===== src/rtl/arty_io_ctrl_if.sv =====
// CSR access bundle shared with the core CSR file: request fields from the core,
// combinational read data back from the peripheral.
interface arty_io_ctrl_if;
    logic        csr_enable;
    logic [11:0] csr_addr;
    logic [2:0]  csr_op;
    logic [4:0]  rs1_zimm;
    logic [31:0] rs1_data;
    logic [31:0] csr_data_out;

    modport master (
        output csr_enable, csr_addr, csr_op, rs1_zimm, rs1_data,
        input  csr_data_out
    );

    modport slave (
        input  csr_enable, csr_addr, csr_op, rs1_zimm, rs1_data,
        output csr_data_out
    );
endinterface


===== src/rtl/arty_io_ctrl.sv =====
// Arty board I/O behind three CSRs: LED drive, debounced buttons with sticky press
// events (interrupt source), debounced switches with a sticky change flag.
module arty_io_ctrl #(
    parameter int unsigned DebounceCycles = 20000
) (
    input  logic              clk,
    input  logic              reset,
    arty_io_ctrl_if.slave     csr,
    input  logic [3:0]        btn_i,
    input  logic [3:0]        sw_i,
    output logic [3:0]        led_o,
    output logic              irq_o
);
    localparam int unsigned CntWidth = $clog2(DebounceCycles);
    localparam logic [CntWidth-1:0] CntMax = CntWidth'(DebounceCycles - 1);

    typedef enum logic [2:0] {
        OpRW  = 3'b001,
        OpRS  = 3'b010,
        OpRC  = 3'b011,
        OpRWI = 3'b101,
        OpRSI = 3'b110,
        OpRCI = 3'b111
    } csr_op_e;

    typedef enum logic [11:0] {
        AddrLed = 12'h000,
        AddrBtn = 12'h001,
        AddrSw  = 12'h002
    } csr_addr_e;

    logic [7:0]               sync1_q, sync2_q;
    logic [7:0]               stable_q, stable_d;
    logic [7:0][CntWidth-1:0] cnt_q, cnt_d;
    logic [3:0]               led_q, led_d;
    logic [3:0]               btn_evt_q, btn_evt_d;
    logic                     sw_chg_q, sw_chg_d;

    logic [31:0] operand, old_val, new_val;
    logic        mapped, legal_op, wr_en;
    logic [23:0] unused_new_hi;

    // Bits [3:0] are buttons, [7:4] switches; each bit has its own stability counter.
    always_comb begin
        stable_d = stable_q;
        for (int unsigned i = 0; i < 8; i++) begin
            cnt_d[i] = '0;
            if (sync2_q[i] != stable_q[i]) begin
                if (cnt_q[i] == CntMax) begin
                    stable_d[i] = sync2_q[i];
                end else begin
                    cnt_d[i] = cnt_q[i] + 1'b1;
                end
            end
        end
    end

    always_comb begin
        operand  = csr.csr_op[2] ? {27'b0, csr.rs1_zimm} : csr.rs1_data;
        mapped   = 1'b1;
        old_val  = '0;
        case (csr.csr_addr)
            AddrLed: old_val = {28'b0, led_q};
            AddrBtn: old_val = {24'b0, btn_evt_q, stable_q[3:0]};
            AddrSw:  old_val = {27'b0, sw_chg_q, stable_q[7:4]};
            default: mapped  = 1'b0;
        endcase

        legal_op = 1'b1;
        new_val  = operand;
        case (csr.csr_op)
            OpRW, OpRWI: new_val  = operand;
            OpRS, OpRSI: new_val  = old_val | operand;
            OpRC, OpRCI: new_val  = old_val & ~operand;
            default:     legal_op = 1'b0;
        endcase
        wr_en = csr.csr_enable && mapped && legal_op;
    end

    assign csr.csr_data_out = old_val;
    assign unused_new_hi    = new_val[31:8];

    always_comb begin
        led_d     = led_q;
        btn_evt_d = btn_evt_q;
        sw_chg_d  = sw_chg_q;
        if (wr_en) begin
            case (csr.csr_addr)
                AddrLed: led_d     = new_val[3:0];
                AddrBtn: btn_evt_d = btn_evt_q & new_val[7:4];
                AddrSw:  sw_chg_d  = sw_chg_q & new_val[4];
                default: ;
            endcase
        end
        // Hardware sets are applied after the software clear so a same-cycle edge is kept.
        btn_evt_d = btn_evt_d | (stable_d[3:0] & ~stable_q[3:0]);
        if (stable_d[7:4] != stable_q[7:4]) begin
            sw_chg_d = 1'b1;
        end
    end

    always_ff @(posedge clk or posedge reset) begin
        if (reset) begin
            sync1_q   <= '0;
            sync2_q   <= '0;
            stable_q  <= '0;
            cnt_q     <= '0;
            led_q     <= '0;
            btn_evt_q <= '0;
            sw_chg_q  <= 1'b0;
        end else begin
            sync1_q   <= {sw_i, btn_i};
            sync2_q   <= sync1_q;
            stable_q  <= stable_d;
            cnt_q     <= cnt_d;
            led_q     <= led_d;
            btn_evt_q <= btn_evt_d;
            sw_chg_q  <= sw_chg_d;
        end
    end

    assign led_o = led_q;
    assign irq_o = |btn_evt_q;
endmodule


===== src/flat_wrapper.sv =====
// flat-port wrapper written by rule: the top's interface ports become plain ports
module arty_io_ctrl_flat 
#(
    parameter int unsigned DebounceCycles = 20000
)
  (clk, reset, btn_i, sw_i, led_o, irq_o, csr_csr_enable, csr_csr_addr, csr_csr_op, csr_rs1_zimm, csr_rs1_data, csr_csr_data_out);
  arty_io_ctrl_if csr_i ();
  input  logic clk;
  input  logic reset;
  input  logic [3:0] btn_i;
  input  logic [3:0] sw_i;
  output logic [3:0] led_o;
  output logic irq_o;
  input wire logic [$bits(csr_i.csr_enable)-1:0] csr_csr_enable;
  input wire logic [$bits(csr_i.csr_addr)-1:0] csr_csr_addr;
  input wire logic [$bits(csr_i.csr_op)-1:0] csr_csr_op;
  input wire logic [$bits(csr_i.rs1_zimm)-1:0] csr_rs1_zimm;
  input wire logic [$bits(csr_i.rs1_data)-1:0] csr_rs1_data;
  output wire logic [$bits(csr_i.csr_data_out)-1:0] csr_csr_data_out;
  assign csr_i.csr_enable = csr_csr_enable;
  assign csr_i.csr_addr = csr_csr_addr;
  assign csr_i.csr_op = csr_csr_op;
  assign csr_i.rs1_zimm = csr_rs1_zimm;
  assign csr_i.rs1_data = csr_rs1_data;
  assign csr_csr_data_out = csr_i.csr_data_out;
  arty_io_ctrl #(.DebounceCycles(DebounceCycles)) u_core (.clk(clk), .reset(reset), .csr(csr_i), .btn_i(btn_i), .sw_i(sw_i), .led_o(led_o), .irq_o(irq_o));
endmodule

===== config.mk =====
export PLATFORM = sky130hd
export DESIGN_NAME = arty_io_ctrl_flat
export DESIGN_NICKNAME = d
export VERILOG_FILES = /design/src/rtl/arty_io_ctrl_if.sv /design/src/rtl/arty_io_ctrl.sv /design/src/flat_wrapper.sv
export SDC_FILE = /design/constraint.sdc
export NUM_CORES = 1
export LEC_CHECK = 0
export BUFFER_PORTS_ARGS = -buffer_cell sky130_fd_sc_hd__buf_2
export CAP_MARGIN = 30
export CORE_ASPECT_RATIO = 0.5
export CORE_MARGIN = 3
export CORE_UTILIZATION = 53
export CTS_CLUSTER_DIAMETER = 120
export DETAILED_ROUTE_END_ITERATION = 10
export GPL_ROUTABILITY_DRIVEN = 1
export PLACE_DENSITY_LB_ADDON = 0.25
export SLEW_MARGIN = 0
export SYNTH_ARGS = -nofsm -noshare
export SYNTH_HDL_FRONTEND = slang
export SYNTH_SLANG_ARGS = --single-unit
export TNS_END_PERCENT = 10

===== constraint.sdc =====
create_clock -name clk -period 5.78 [get_ports clk]
set_input_delay 0.289 -clock clk [delete_from_list [all_inputs] [get_ports clk]]
set_output_delay 0.289 -clock clk [all_outputs]
set_load 0.01 [all_outputs]

==> reports/results.ini, run 1 <==
[outcome]
status = finished, final reports clean

[clock_network]
ctsRootBufferMaster = clkbuf_16
tritoncts.num_buffers = 17
clk_transition_reported_paths_ns = 0.06
postCtsResizedCells = 0
cts.path.max_buffers = 2
clock_net_sink_count = 153
cts_tree = done
worst_skew_pair.late_latency_ns = 0.42
count_of_h_tree_levels_built_during_cts = 4

[timing]
hold_viol_final = 0
rsz0062_at_grt = no
min_period_over_period_pct = 34.8
maxClockFrequency_ghz = 0.497
final_max_slew_viol_count = 0
worst_slew_pin_slew_ns = 0.805
fin_worst_skew_ns = 0.00902
max_slew_margin_pct = 46.3
layout_min_cycle_time_ns = 2.01
timing.final.setup_violations = 0
setup_tns_final_ns = 0

[critical_path]
worst_path_largest_cell_delay_ns = 0.57
cp.depth = 4
critical_path_buf_inv_count = 0
critical_path_arrival_ns = 2.30
path_cells = or4b_1 > nor4_2 > nand2b_2 > a21oi_1
worstPathRequired_ns = 6.06
worstSetupStartpointType = flip-flop
reg_to_reg_startpoint = u_core.cnt_q[110]$_DFF_PP0_
cpMaxStageDelayCell = or4b_1
reg2reg_depth = 4
worst-path-max-fanout = 14
worst-setup-path-type = flip-flop to flip-flop
crit_end = u_core.cnt_q[119]$_DFF_PP0_
crit_start = u_core.cnt_q[110]$_DFF_PP0_
capturing_point_of_the_worst_reg2reg_path = u_core.cnt_q[119]$_DFF_PP0_
reg2reg_setup_slack_ns = 3.77
timing.critical_path.max_delay_family = simple AND/OR/NAND/NOR gates
crit_path_end_kind = flip-flop

[cells_and_area]
final_core_utilization_pct = 62.4
stdcell_area_um2 = 8620
drive_above_1_share_pct = 13.5
syn_to_final_growth_pct = 13.1
antenna_cells = 0
final_net_count = 883
multi_input_comb_area_um2 = 3540
seqCellArea_um2 = 3830
nFillCells = 1145

[synthesis]
synthesis.area_um2 = 7620
synth_most_common_cell = dfrtp_1
synth_top_area_cell = dfrtp_1
synth_cell_types = 49
postSynthCellCount = 754
synth_largest_type_area_fraction_pct = 50.3
syn_area_per_cell_um2 = 10.1
synth-edff-count = 0
ys_seq_elements = 153
synth_async_sr_flop_share_pct = 100
yosys_warnings = 0
yosys_most_used_dff = dfrtp_1
seq_area_frac_synth_pct = 50.3
ys_top_cells_by_count = 153 x dfrtp_1, 116 x nor2_1, 59 x xnor2_1
post_synth_main_area_contributors = dfrtp_1 50%, xnor2_1 6.8%, nor2_1 5.7%

[grt]
grt_start_max_net_pins = 91
globalRoute.totalOverflow = 0
grt_first_pass_wirelength_um = 26000
grt_util_all_layers_pct = 19.7
number_of_global_route_vias_before_repair = 5602
grt_antenna_before_repair = 0

[detailed_routing]
detail_route.wl_per_cell_um = 14.7
drc = 0
initialDrtViolationCount = 292
drt.antenna.violating_nets = 0
drt-total-wl_um = 14900
num_vias = 5567
drtPass1Iterations = 5
vias_per_cell = 5.47

[min_path]
timing.hold.worst.class = primary input to flip-flop

[placed_design]
port_buffers = 51
place.detailed.hpwl_um = 10200
placement.cell_area_um2 = 7940
finalWeightedCongestion = 0.792

[power_and_ir_drop]
static_leakage_nw = 3.71
ir_drop_mv = 0.194
power.density_nw_per_um2 = 274
finalPower_mw = 2.36

[die]
die_x_um = 176
core_area_um2 = 13800
floorplan.initialDensity_pct = 55.1
chipHeight_um = 90.8
ios = 100
floorplan_row_count = 30
area_of_the_die_um2 = 15900

[job]
cap_viol_max_count = 0

==> worst min-delay path by stage <==
| stage | from | end | slack [ns] | depth (start not counted) |
|---|---|---|---|---|
| after floorplan | btn_i[0] | u_core.sync1_q[0]$_DFF_PP0_ | 0.32 | 0 |
| after global placement | u_core.sync1_q[2]$_DFF_PP0_ | u_core.sync2_q[2]$_DFF_PP0_ | 0.33 | 0 |
| after detailed placement | u_core.sync1_q[4]$_DFF_PP0_ | u_core.sync2_q[4]$_DFF_PP0_ | 0.34 | 0 |
| after CTS | sw_i[3] | u_core.sync1_q[7]$_DFF_PP0_ | 0.0004 | 1 |
| after global routing | sw_i[3] | u_core.sync1_q[7]$_DFF_PP0_ | 0.0006 | 1 |
| final | sw_i[3] | u_core.sync1_q[7]$_DFF_PP0_ | 0.01 | 1 |
==> area by class of cell <==
type                       count  share of cell area, %
multi-input combinational    564                   41.0
clock buffer                  19                   5.14
tap                          192                   2.79
clock inverter                13                   1.93
inverter                      17                  0.799
timing repair buffer          59                   3.86
sequential                   153                   44.4
==> state kept, by name (all words and copies together), names as in the netlist <==
name / count
u_core.cnt_q: 120
u_core.sync1_q: 8
u_core.btn_evt_q: 4
u_core.sw_chg_q: 1
u_core.sync2_q: 8
u_core.stable_q: 8
u_core.led_o: 4
==> report_power, final <==
| part | total (mW) | switching (mW) | internal [mW] |
|---|---|---|---|
| Sequential | 1.11 | 0.0181 | 1.09 |
| Combinational | 0.109 | 0.0718 | 0.0376 |
| Clock | 1.15 | 0.451 | 0.695 |
==> layout by cell type, fill, tap and decap left out, types with 16 or more instances in the layout <==
cell type	synthesis	final
and4_1	16	16
buf_2	0	51
clkbuf_16	0	17
conb_1	1	24
dfrtp_1	153	153
inv_1	17	16
nand2_1	45	45
nand3_1	39	39
nand4_1	39	39
nor2_1	116	116
nor3_1	21	21
nor4_1	18	18
xnor2_1	59	59
xor2_1	44	44
==> per-stage QoR <==
stage / setup slack (ns) / hold WS [ns] / std cells
2_1_floorplan: 1.37 / 0.320 / 777
3_3_place_gp: 3.78 / 0.334 / 978
6_report: 3.77 / 0.0108 / 1017
4_1_cts: 3.72 / 0.000394 / 1017
5_1_grt: 3.60 / 0.000596 / 1017
3_5_place_dp: 3.74 / 0.336 / 978
==> kinds of logic after synthesis <==
kind of cell | Yosys count | share of synthesized area (%)
buffers and inverters | 60 | 4.45
muxes | 20 | 2.97
and+or+nand+nor | 365 | 25.3
xor gates and xnor gates | 103 | 11.8
other | 1 | 0.0492
DFF | 153 | 50.3
AOI/OAI and AO/OA | 44 | 3.78
adders and majority gates | 8 | 1.31
==> per-layer routing <==
metal,track usage [%],routed length [um],up-vias
li1,-,-,2696
met1,25.4,6700,2748
met2,33.8,7530,98
met3,3.15,446,25
met4,7.44,267,0
met5,0,0,-
==> repair_timing <==
item | CTS | global route
hold buffers | 7 | 0
buffers inserted | 0 | 0
endpoints found under the hold margin | 7 | 0
Note: power is estimated with default switching activity, not from simulation.
==> run 2: changes to the inputs <==
--- a/config.mk
+++ b/config.mk
@@ -9,7 +9,7 @@
 export CAP_MARGIN = 30
 export CORE_ASPECT_RATIO = 0.5
 export CORE_MARGIN = 3
-export CORE_UTILIZATION = 53
+export CORE_UTILIZATION = 52
 export CTS_CLUSTER_DIAMETER = 120
 export DETAILED_ROUTE_END_ITERATION = 10
 export GPL_ROUTABILITY_DRIVEN = 1
==> constraint.sdc (replaced) <==
create_clock -name clk -period 1.7 [get_ports clk]
set_input_delay 0.085 -clock clk [delete_from_list [all_inputs] [get_ports clk]]
set_output_delay 0.085 -clock clk [all_outputs]
set_load 0.01 [all_outputs]
==> reports/results.ini, run 2 (same netlist as run 1, synthesis figures left out) <==
[min_path]
timing.hold.worst.class = primary input to flip-flop  ; unchanged

[clock_network]
worst_skew_pair.late_latency_ns = 0.42  ; about the same
clock_net_sink_count = 153  ; unchanged
cts.path.max_buffers = 2  ; unchanged
cts_tree = done  ; unchanged
ctsRootBufferMaster = clkbuf_16  ; unchanged
clk_transition_reported_paths_ns = 0.07  ; was 0.06 ns
count_of_h_tree_levels_built_during_cts = 4  ; unchanged
tritoncts.num_buffers = 17  ; unchanged

[detailed_routing]
drt-total-wl_um = 16100  ; was 14900 um
num_vias = 5887  ; was 5567
initialDrtViolationCount = 306  ; was 292
vias_per_cell = 5.30  ; was 5.47
drtPass1Iterations = 4  ; was 5
drc = 0  ; unchanged
detail_route.wl_per_cell_um = 14.5  ; was 14.7 um
drt.antenna.violating_nets = 0  ; unchanged

[critical_path]
critical_path_arrival_ns = 2.11  ; was 2.30 ns
worstPathRequired_ns = 2.00  ; was 6.06 ns
worstSetupStartpointType = flip-flop  ; unchanged
crit_path_end_kind = flip-flop  ; unchanged
worst-setup-path-type = flip-flop to flip-flop  ; unchanged
worst-path-max-fanout = 4  ; was 14

[timing]
max_slew_margin_pct = 40.6  ; was 46.3%
fin_worst_hold_slack_ns = 0.0983  ; was 0.0108 ns
min_period_over_period_pct = 106  ; was 34.8%
final_max_slew_viol_count = 0  ; unchanged
layout_min_cycle_time_ns = 1.81  ; was 2.01 ns
hold_viol_final = 0  ; unchanged
fin_worst_skew_ns = 0.00870  ; was 0.00902 ns
worst_slew_pin_slew_ns = 0.888  ; was 0.805 ns
rsz0062_at_grt = yes  ; was no
setup_tns_final_ns = -1.46  ; was 0 ns
timing.final.ws_setup_ns = -0.107  ; was 3.77 ns
maxClockFrequency_ghz = 0.553  ; was 0.497 GHz
timing.final.setup_violations = 32  ; was 0

[die]
chipHeight_um = 91.6  ; was 90.8 um
area_of_the_die_um2 = 16200  ; was 15900 um^2
die_x_um = 177  ; was 176 um
floorplan.initialDensity_pct = 54.7  ; was 55.1%
core_area_um2 = 13900  ; was 13800 um^2
ios = 100  ; unchanged
floorplan_row_count = 30  ; unchanged

[outcome]
violations = setup timing
status = finished, violations left  ; was finished, final reports clean

[cells_and_area]
most-common-layout-cells = 150 x dfrtp_1, 114 x nor2_1, 84 x buf_4  ; was 153 x dfrtp_1, 116 x nor2_1, 59 x xnor2_1
syn_to_final_growth_pct = 24.1  ; was 13.1%
antenna_cells = 0  ; unchanged
largest_reg_flops = 120  ; unchanged
registers.top_by_ff_count = u_core.cnt_q  ; unchanged
drive_above_1_share_pct = 24.2  ; was 13.5%
final_net_count = 977  ; was 883
layout_commonest_cell = dfrtp_1  ; unchanged
nFillCells = 1070  ; was 1145

[placed_design]
dpl_worst_slack_ns = -0.119  ; was 3.74 ns
port_buffers = 51  ; unchanged
finalWeightedCongestion = 0.832  ; was 0.792
place.detailed.hpwl_um = 10900  ; was 10200 um

[power_and_ir_drop]
clock_power_share_pct = 45.8  ; was 48.5%
seqPwrFrac_pct = 48.1  ; was 46.9%
static_leakage_nw = 4.22  ; was 3.71 nW
p_switching_mw = 1.93  ; was 0.541 mW
internal_power_mw = 5.89  ; was 1.82 mW
power.density_nw_per_um2 = 827  ; was 274 nW/um^2
ir_drop_mv = 0.713  ; was 0.194 mV
switching_fraction_pct = 24.7  ; was 22.9%
combinationalPowerShare_pct = 6.1  ; was 4.6%

[grt]
number_of_global_route_vias_before_repair = 5932  ; was 5602
grt_util_all_layers_pct = 20.9  ; was 19.7%
grt_antenna_before_repair = 0  ; unchanged
grt_first_pass_wirelength_um = 27400  ; was 26000 um
grt_start_max_net_pins = 116  ; was 91
globalRoute.totalOverflow = 0  ; unchanged

[job]
cap_viol_max_count = 0  ; unchanged

[run 2: changes by cell type in the layout (fill, tap and decap cells not counted), sizes merged, moves of 2 or more]
| cell | change |
|---|---|
| nand2b | +2 |
| dlygate4sd3 | +2 |
| buf | +89 |
| bufinv | -3 |
| inv | +2 |
[run 2: timing repair]
action                     4_1_cts  5_1_grt
gates cloned                     2        1
hold buffers                     9        0
hold endpoints to repair       161        0
setup endpoints to repair       59       75
setup buffers                    3        1
resized for setup               13       22
pin swaps                        9       11
[run 2: per-layer routing]
metal  up-vias  GRT usage, %  wire [um]
met2        98          36.3       8070
met4         0          6.73        273
met5         -             0          0
met1      2861          26.3       7290
li1       2903             -          -
met3        25          4.01        458
[run 2: cell type report]
| type | instances | area (um^2) | area share, % |
|---|---|---|---|
| Clock buffer | 19 | 453 | 4.79 |
| Clock inverter | 13 | 109 | 1.15 |
| Inverter | 17 | 67.6 | 0.715 |
| Multi-Input combinational cell | 567 | 3690 | 39.0 |
| Sequential cell | 153 | 3830 | 40.5 |
| Tap cell | 192 | 240 | 2.54 |
| Timing Repair Buffer | 150 | 1060 | 11.2 |
[run 2: worst paths after layout]
path,from,endpoint,slack (ns),cells after the start
setup / recovery,u_core.cnt_q[35]$_DFF_PP0_,u_core.stable_q[2]$_DFF_PP0_,-0.11,3
hold / removal,csr_rs1_data[2],u_core.led_o[2]$_DFFE_PP0P_,0.1,5
setup reg to reg,u_core.cnt_q[35]$_DFF_PP0_,u_core.stable_q[2]$_DFF_PP0_,-0.11,3
hold reg to reg,u_core.sync1_q[1]$_DFF_PP0_,u_core.sync2_q[1]$_DFF_PP0_,0.35,0
max in group asynchronous,reset,u_core.cnt_q[2]$_DFF_PP0_,0.81,4
min in group asynchronous,reset,u_core.cnt_q[19]$_DFF_PP0_,0.37,4
[run 2: stage by stage]
stage / cell area, um^2 / std cells / power, mW / util, %
detailed placement: 8600 / 1063 / 4.27 / 61.7
global placement: 8600 / 1063 / 4.25 / 61.7
floorplan: 7710 / 777 / 4.12 / -
finish: 9450 / 1111 / 7.82 / 67.9
global route: 9450 / 1111 / 8.14 / 67.9
CTS: 9360 / 1109 / 7.88 / 67.2
[run 2: critical path: stages, from the launching register on]
cell and delay (ns):
dfrtp_1 0.37, or4_1 0.53, or4_4 0.48, mux2_4 0.31
[run 2: power groups by stage]
stage                     sequential, mW  clock, mW  combinational, mW
after global placement              3.82          0              0.433
final                               3.76       3.58              0.473
after global routing                3.77       3.84              0.536
after floorplan                     3.82          0              0.302
after CTS                           3.76       3.65              0.473
after detailed placement            3.82          0              0.442
